--- src/rtl/mib_pkg.sv ---
// Shared definitions for the MIB responder: bus widths, address-phase field
// positions, FSM state encoding and the default timeout read pattern.
package mib_pkg;

    localparam int MIB_AD_BITS   = 16;
    localparam int CMD_ADDR_BITS = 24;
    localparam int CMD_DATA_BITS = 32;

    // Address phase 1 carries addr[23:16] in its low byte; the high byte is unused.
    localparam int A1_ADDR_MSB   = 7;
    localparam int A1_ADDR_LSB   = 0;
    localparam int ADDR_HI_MSB   = 23;
    localparam int ADDR_HI_LSB   = 16;
    localparam int ADDR_LO_MSB   = 15;
    localparam int ADDR_LO_LSB   = 0;
    localparam int ADDR_MSN_MSB  = 23;
    localparam int ADDR_MSN_LSB  = 20;

    localparam logic [CMD_DATA_BITS-1:0] TIMEOUT_RDATA = 32'hBAD0_BAD0;

    typedef enum logic [3:0] {
        ST_IDLE     = 4'd0,
        ST_ADDR2    = 4'd1,
        ST_WDATA_HI = 4'd2,
        ST_WDATA_LO = 4'd3,
        ST_CMD_REQ  = 4'd4,
        ST_CMD_WAIT = 4'd5,
        ST_WR_ACK   = 4'd6,
        ST_RD_HI    = 4'd7,
        ST_RD_LO    = 4'd8,
        ST_SKIP     = 4'd9
    } mib_slv_state_t;

    function automatic logic [MIB_AD_BITS-1:0] data_half(
        input logic [CMD_DATA_BITS-1:0] data,
        input logic                     hi
    );
        logic [MIB_AD_BITS-1:0] half;
        if (hi) begin
            half = data[31:16];
        end else begin
            half = data[15:0];
        end
        return half;
    endfunction

endpackage

--- src/rtl/mib_slave_if.sv ---
// FPGA-local command bus: one-clock sel strobe, completion signalled by ack.
interface intf_cmd #(
    parameter int ADDR_BITS = 24,
    parameter int DATA_BITS = 32
);
    logic                 sel;
    logic                 rd_wr_n;
    logic [ADDR_BITS-1:0] byte_addr;
    logic [DATA_BITS-1:0] wdata;
    logic                 ack;
    logic [DATA_BITS-1:0] rdata;

    modport master (
        output sel, rd_wr_n, byte_addr, wdata,
        input  ack, rdata
    );

    modport slave (
        input  sel, rd_wr_n, byte_addr, wdata,
        output ack, rdata
    );
endinterface

--- src/rtl/mib_slave.sv ---
// MIB responder: collects two address and two data phases from the MIB master,
// replays them as one 32-bit local access and returns ack or read data.
module mib_slave
    import mib_pkg::*;
#(
    parameter logic [3:0]               P_MIB_MSN              = 4'h0,
    parameter int                       P_CMD_ACK_TIMEOUT_CLKS = 16,
    parameter logic [CMD_DATA_BITS-1:0] P_TIMEOUT_RDATA        = TIMEOUT_RDATA
) (
    input  logic                   i_sysclk,
    input  logic                   i_srst,
    input  logic                   i_mib_start,
    input  logic                   i_mib_rd_wr_n,
    input  logic [MIB_AD_BITS-1:0] i_mib_ad,
    output logic [MIB_AD_BITS-1:0] o_mib_ad,
    output logic                   o_mib_ad_oe,
    output logic                   o_mib_slave_ack,
    intf_cmd.master                cmd_master,
    output logic                   o_cmd_timeout
);

    localparam int                CNT_W    = $clog2(P_CMD_ACK_TIMEOUT_CLKS + 1);
    localparam logic [CNT_W-1:0]  CNT_LAST = CNT_W'(P_CMD_ACK_TIMEOUT_CLKS - 1);
    localparam logic [CNT_W-1:0]  CNT_ONE  = CNT_W'(1);

    mib_slv_state_t             state_r;
    logic [CNT_W-1:0]           cnt_r;
    logic                       skip_r;
    logic [CMD_DATA_BITS-1:0]   rdata_r;
    logic                       sel_r;
    logic                       rd_wr_n_r;
    logic [CMD_ADDR_BITS-1:0]   byte_addr_r;
    logic [CMD_DATA_BITS-1:0]   wdata_r;
    logic [MIB_AD_BITS-1:0]     ad_r;
    logic                       oe_r;
    logic                       slave_ack_r;
    logic                       timeout_r;

    logic                       timeout_hit_s;
    logic                       cmd_done_s;
    logic [CMD_DATA_BITS-1:0]   resp_data_s;

    assign cmd_master.sel       = sel_r;
    assign cmd_master.rd_wr_n   = rd_wr_n_r;
    assign cmd_master.byte_addr = byte_addr_r;
    assign cmd_master.wdata     = wdata_r;
    assign o_mib_ad             = ad_r;
    assign o_mib_ad_oe          = oe_r;
    assign o_mib_slave_ack      = slave_ack_r;
    assign o_cmd_timeout        = timeout_r;

    // Completion of the local access; a real ack beats the terminal count.
    always_comb begin
        timeout_hit_s = 1'b0;
        resp_data_s   = P_TIMEOUT_RDATA;
        if (cmd_master.ack) begin
            resp_data_s   = cmd_master.rdata;
        end else begin
            timeout_hit_s = (cnt_r == CNT_LAST);
        end
        cmd_done_s = cmd_master.ack | timeout_hit_s;
    end

    // Transaction sequencer; every output is set on entry to the state that owns it.
    always_ff @(posedge i_sysclk) begin
        if (i_srst) begin
            state_r     <= ST_IDLE;
            cnt_r       <= '0;
            skip_r      <= 1'b0;
            rdata_r     <= '0;
            sel_r       <= 1'b0;
            rd_wr_n_r   <= 1'b1;
            byte_addr_r <= '0;
            wdata_r     <= '0;
            ad_r        <= '0;
            oe_r        <= 1'b0;
            slave_ack_r <= 1'b0;
            timeout_r   <= 1'b0;
        end else begin
            sel_r <= 1'b0;
            case (state_r)
                ST_IDLE: begin
                    if (i_mib_start) begin
                        rd_wr_n_r <= i_mib_rd_wr_n;
                        byte_addr_r[ADDR_HI_MSB:ADDR_HI_LSB] <= i_mib_ad[A1_ADDR_MSB:A1_ADDR_LSB];
                        state_r   <= ST_ADDR2;
                    end
                end
                ST_ADDR2: begin
                    byte_addr_r[ADDR_LO_MSB:ADDR_LO_LSB] <= i_mib_ad;
                    if (byte_addr_r[ADDR_MSN_MSB:ADDR_MSN_LSB] != P_MIB_MSN) begin
                        // A foreign write still has two data phases to let pass.
                        skip_r  <= ~rd_wr_n_r;
                        state_r <= ST_SKIP;
                    end else if (rd_wr_n_r) begin
                        sel_r   <= 1'b1;
                        state_r <= ST_CMD_REQ;
                    end else begin
                        state_r <= ST_WDATA_HI;
                    end
                end
                ST_WDATA_HI: begin
                    wdata_r[31:16] <= i_mib_ad;
                    state_r        <= ST_WDATA_LO;
                end
                ST_WDATA_LO: begin
                    wdata_r[15:0] <= i_mib_ad;
                    sel_r         <= 1'b1;
                    state_r       <= ST_CMD_REQ;
                end
                ST_CMD_REQ: begin
                    cnt_r   <= '0;
                    state_r <= ST_CMD_WAIT;
                end
                ST_CMD_WAIT: begin
                    if (cmd_done_s) begin
                        rdata_r   <= resp_data_s;
                        timeout_r <= timeout_r | timeout_hit_s;
                        if (rd_wr_n_r) begin
                            oe_r        <= 1'b1;
                            slave_ack_r <= 1'b1;
                            ad_r        <= data_half(resp_data_s, 1'b1);
                            state_r     <= ST_RD_HI;
                        end else begin
                            slave_ack_r <= 1'b1;
                            state_r     <= ST_WR_ACK;
                        end
                    end else begin
                        cnt_r <= cnt_r + CNT_ONE;
                    end
                end
                ST_WR_ACK: begin
                    slave_ack_r <= 1'b0;
                    state_r     <= ST_IDLE;
                end
                ST_RD_HI: begin
                    ad_r    <= data_half(rdata_r, 1'b0);
                    state_r <= ST_RD_LO;
                end
                ST_RD_LO: begin
                    oe_r        <= 1'b0;
                    slave_ack_r <= 1'b0;
                    ad_r        <= '0;
                    state_r     <= ST_IDLE;
                end
                ST_SKIP: begin
                    if (skip_r) begin
                        skip_r  <= 1'b0;
                    end else begin
                        state_r <= ST_IDLE;
                    end
                end
                default: begin
                    oe_r        <= 1'b0;
                    slave_ack_r <= 1'b0;
                    ad_r        <= '0;
                    state_r     <= ST_IDLE;
                end
            endcase
        end
    end

endmodule
--- src/flat_wrapper.sv ---
// flat-port wrapper written by rule: the top's interface ports become plain ports
module mib_slave_flat import mib_pkg::*;
#(
    parameter logic [3:0]               P_MIB_MSN              = 4'h0,
    parameter int                       P_CMD_ACK_TIMEOUT_CLKS = 16,
    parameter logic [CMD_DATA_BITS-1:0] P_TIMEOUT_RDATA        = TIMEOUT_RDATA
)
  (i_sysclk, i_srst, i_mib_start, i_mib_rd_wr_n, i_mib_ad, o_mib_ad, o_mib_ad_oe, o_mib_slave_ack, o_cmd_timeout, cmd_master_sel, cmd_master_rd_wr_n, cmd_master_byte_addr, cmd_master_wdata, cmd_master_ack, cmd_master_rdata);
  intf_cmd cmd_master_i ();
  input  logic i_sysclk;
  input  logic i_srst;
  input  logic i_mib_start;
  input  logic i_mib_rd_wr_n;
  input  logic [MIB_AD_BITS-1:0] i_mib_ad;
  output logic [MIB_AD_BITS-1:0] o_mib_ad;
  output logic o_mib_ad_oe;
  output logic o_mib_slave_ack;
  output logic o_cmd_timeout;
  output wire logic [$bits(cmd_master_i.sel)-1:0] cmd_master_sel;
  output wire logic [$bits(cmd_master_i.rd_wr_n)-1:0] cmd_master_rd_wr_n;
  output wire logic [$bits(cmd_master_i.byte_addr)-1:0] cmd_master_byte_addr;
  output wire logic [$bits(cmd_master_i.wdata)-1:0] cmd_master_wdata;
  input wire logic [$bits(cmd_master_i.ack)-1:0] cmd_master_ack;
  input wire logic [$bits(cmd_master_i.rdata)-1:0] cmd_master_rdata;
  assign cmd_master_sel = cmd_master_i.sel;
  assign cmd_master_rd_wr_n = cmd_master_i.rd_wr_n;
  assign cmd_master_byte_addr = cmd_master_i.byte_addr;
  assign cmd_master_wdata = cmd_master_i.wdata;
  assign cmd_master_i.ack = cmd_master_ack;
  assign cmd_master_i.rdata = cmd_master_rdata;
  mib_slave #(.P_MIB_MSN(P_MIB_MSN), .P_CMD_ACK_TIMEOUT_CLKS(P_CMD_ACK_TIMEOUT_CLKS), .P_TIMEOUT_RDATA(P_TIMEOUT_RDATA)) u_core (.i_sysclk(i_sysclk), .i_srst(i_srst), .i_mib_start(i_mib_start), .i_mib_rd_wr_n(i_mib_rd_wr_n), .i_mib_ad(i_mib_ad), .o_mib_ad(o_mib_ad), .o_mib_ad_oe(o_mib_ad_oe), .o_mib_slave_ack(o_mib_slave_ack), .cmd_master(cmd_master_i), .o_cmd_timeout(o_cmd_timeout));
endmodule
--- config.mk ---
export PLATFORM = sky130hd
export DESIGN_NAME = mib_slave_flat
export DESIGN_NICKNAME = d
export VERILOG_FILES = /design/src/rtl/mib_pkg.sv /design/src/rtl/mib_slave_if.sv /design/src/rtl/mib_slave.sv /design/src/flat_wrapper.sv
export SDC_FILE = /design/constraint.sdc
export NUM_CORES = 1
export LEC_CHECK = 0
export BUFFER_PORTS_ARGS = -buffer_cell sky130_fd_sc_hd__buf_2
export CELL_PAD_IN_SITES_DETAIL_PLACEMENT = 2
export CELL_PAD_IN_SITES_GLOBAL_PLACEMENT = 2
export CORE_MARGIN = 4
export CORE_UTILIZATION = 29
export CTS_CLUSTER_DIAMETER = 80
export DETAILED_ROUTE_END_ITERATION = 8
export PLACE_DENSITY = 0.88
export RECOVER_POWER = 100
export SLEW_MARGIN = 25
export SYNTH_ARGS = -nofsm -noshare
export SYNTH_HDL_FRONTEND = slang
export SYNTH_SLANG_ARGS = --single-unit
--- constraint.sdc ---
create_clock -name i_sysclk -period 2 [get_ports i_sysclk]
set_input_delay 0.4 -clock i_sysclk [delete_from_list [all_inputs] [get_ports i_sysclk]]
set_output_delay 0.4 -clock i_sysclk [all_outputs]
set_load 0.01 [all_outputs]
==> results.json <==
{
  "status": "finished, final reports clean",
  "drtIter0Drc": 303,
  "h-tree-depth": 3,
  "intPower_mw": 3.70,
  "irDropWorstVdd_v": 0.000533,
  "powerDensity_nw_per_um2": 1100,
  "grtUsageTotal_pct": 19.1,
  "std_cell_rows": 43,
  "final_nets": 671,
  "cp_top_family": "compound AO/OA/AOI/OAI gates",
  "antenna_found_initial": 1,
  "die_h_um": 127,
  "core_area_um2": 13900,
  "yosysWarnings": 0,
  "hold_start": "cmd_master_rdata[1]",
  "post-synth-top-count-cell": "nand2_1",
  "clk_latency_ns": 0.35,
  "power_frac_seq_pct": 42.9,
  "cp_slowest_cell": "dfxtp_1",
  "ioPinCount": 130,
  "dieArea_um2": 16100,
  "critPathMaxFanout": 16,
  "rr_worst_depth": 9,
  "drv_slew": 0,
  "drc": 0,
  "vias": 4162,
  "p_leak_nw": 1.90,
  "worst_path_most_repeated_cell": "ha_1",
  "synth_ff_type": "dfxtp_1",
  "fmax_mhz": 525,
  "ys_top_cells_by_count": "nand2_1 (111), dfxtp_1 (103), a21oi_1 (58), nor2_1 (33)",
  "min_path_cells": 3,
  "finalSetupViolations": 0,
  "synth-edff-count": 0,
  "critPathBufInv": 2,
  "hold_path_class": "input pin to register",
  "cts_buffers": 9,
  "grt_remaining_overflow": 0,
  "wl_per_cell_um": 19.4,
  "yosysTopAreaCell": "dfxtp_1",
  "ys_top_cells_by_area": "dfxtp_1 (50%), nand2_1 (10%), a21oi_1 (7.1%)",
  "synth_fp_nets": 539,
  "synth_area_um2": 4110,
  "cts_tree": "done",
  "maxSlewHeadroom_pct": 57.2,
  "grt_pass1_wl_um": 24700,
  "worstPathRequired_ns": 2.25,
  "clk_pin_slew_ns": 0.07,
  "combinationalPowerShare_pct": 28.2,
  "clock_path_buffers": 2,
  "end_kind": "register",
  "worstSetupPathType": "register to register",
  "grt_start_max_net_pins": 51,
  "clkPwrFrac_pct": 28.9,
  "p_switching_mw": 2.00,
  "dp_cells": 784,
  "async_flop_share_pct": 0,
  "synth_cell_type_count": 47,
  "dr.pass1.iters": 5,
  "period_share_pct": 95.2,
  "wirelength_um": 15600,
  "worstPathCellList": "ha_1, and3_1, ha_1, buf_4, nor2_4, nand2_1, buf_6, a31oi_1, a311oi_1",
  "hpwl_um": 11300,
  "ctsRootBufferMaster": "clkbuf_16",
  "r2r_end": "u_core.o_mib_ad[7]",
  "clkSinkCount": 103,
  "crit_path_start_kind": "register",
  "drive_gt1_share_pct": 17.2,
  "grt_pass1_vias": 4561,
  "r2r_start": "u_core.cnt_r[1]",
  "port_buffers": 129,
  "ant_nets": 0,
  "synth_top_area_share_pct": 50.2,
  "total_power_mw": 5.70,
  "drv_cap": 0,
  "final-instance-count-excl-fill": 802,
  "synthCells": 484,
  "max_stage_delay_ns": 0.36,
  "viasPerCell": 5.19,
  "ys_seq_elements": 103,
  "rsz0062_at_grt": "false",
  "layout_min_cycle_time_ns": 1.90,
  "rrSetupSlack_ns": 0.1,
  "hold_viol_final": 0,
  "hold_end": "u_core.rdata_r[1]",
  "syn2layout_area_growth_pct": 26.3,
  "synth-seq-area-share_pct": 50.2,
  "worstMarginPinSlew_ns": 0.643,
  "initial_core_util_pct": 29.6,
  "syn_avg_cell_area_um2": 8.49,
  "swShare_pct": 35.1,
  "dieWidth_um": 127,
  "utilization_pct": 37.4,
  "fin_worst_skew_ns": 0.0114,
  "gp_congestion": 0.826,
  "worstPathArrival_ns": 2.15
}
## worst max path at each step
stage / startpoint / endpoint / slack, ns / depth (start not counted)
6_report: u_core.cnt_r[1] / u_core.o_mib_ad[7] / 0.1 / 9
4_1_cts: u_core.cnt_r[1] / u_core.o_mib_ad[7] / 0.03 / 9
3_5_place_dp: u_core.cnt_r[1] / u_core.o_mib_ad[3] / -0.05 / 9
5_1_grt: u_core.state_r[1] / u_core.cmd_master.byte_addr[14] / 0.01 / 6
2_1_floorplan: u_core.cnt_r[0] / u_core.o_mib_ad[13] / 0.20 / 8
3_3_place_gp: u_core.cnt_r[1] / u_core.o_mib_ad[13] / -0.18 / 6
## stage by stage
step	hold WS, ns	setup WS (ns)	cell area (µm²)	setup TNS [ns]
CTS	0.298	0.0287	5300	0
floorplan	0.432	0.195	4110	0
finish	0.304	0.0959	5190	0
global placement	0.440	-0.175	5010	-2.22
global route	0.320	0.0114	5190	0
detailed placement	0.449	-0.0531	5010	-0.334
## per-layer routing
layer	track usage, %	vias up	share of wire, %
met2	33.7	117	51
met5	0	-	0
met3	7.36	10	7.5
li1	-	1953	-
met4	4.04	0	0.66
met1	22.1	2082	41
## repair_timing
action / in CTS / in global routing
hold buffers: 0 / 0
setup endpoints to repair: 19 / 24
resized for setup: 1 / 4
pin swaps: 1 / 1
setup buffers: 1 / 0
## tightest hold or removal path, cell delays in order
cell	delay (ns)
buf_2	0.08
a22oi_1	0.07
nor2_1	0.08
## final cells by class
type	instances	area, µm²
clock buffers	11	233
inverters	5	18.8
multi-input cells	340	1850
flip-flops and latches	103	2060
repair buffers	157	761
clock inverters	5	35.0
diodes	1	2.50
fillers	1637	8690
well taps	180	225
## placed cells by master, fill, tap and decap left out, types with 2 or more instances in the layout
cell / instances
o21ai_1: 5
xor2_1: 2
clkinv_4: 2
nand3_1: 6
a311oi_1: 7
a22oi_1: 16
buf_2: 52
a211oi_2: 2
a21oi_1: 58
and3_1: 5
or3_1: 2
inv_1: 4
o21ai_0: 13
nor2_1: 32
a21o_1: 3
nor2b_1: 2
clkbuf_2: 3
ha_1: 2
o22ai_1: 7
buf_4: 21
a31oi_1: 17
nand2b_1: 3
clkbuf_16: 9
nor3_1: 4
clkbuf_1: 81
nor2_2: 3
mux2i_1: 11
nand2_1: 111
a211oi_1: 8
clkinv_2: 2
dfxtp_1: 103
## logic make-up after synthesis
logic type,synth area share (%)
adders and majority gates,0.609
DFF,50.2
muxes,2.68
and+or+nand+nor,19.7
xor gates and xnor gates,0.426
buffers and inverters,4.81
AOI/OAI and AO/OA,21.6
## registers in the layout, summed over array words and instances, names as in the netlist
| signal | flops |
|---|---|
| u_core.cmd_master.rd_wr_n | 1 |
| u_core.o_mib_ad_oe | 1 |
| u_core.o_mib_ad | 16 |
| u_core.o_cmd_timeout | 1 |
| u_core.o_mib_slave_ack | 1 |
| u_core.skip_r | 1 |
| u_core.cnt_r | 5 |
| u_core.cmd_master.byte_addr | 24 |
| u_core.cmd_master.wdata | 32 |
| u_core.cmd_master.sel | 1 |
| u_core.rdata_r | 16 |
| u_core.state_r | 4 |
## power by group through the flow
stage          Combinational [mW]  Clock [mW]  Sequential, mW
6_report                     1.61        1.65            2.45
5_1_grt                      1.79        1.79            2.48
4_1_cts                      1.71        1.68            2.44
3_5_place_dp                 1.68           0            2.48
3_3_place_gp                 1.58           0            2.46
2_1_floorplan               0.918           0            2.54
Note: power is estimated with default switching activity, not from simulation.
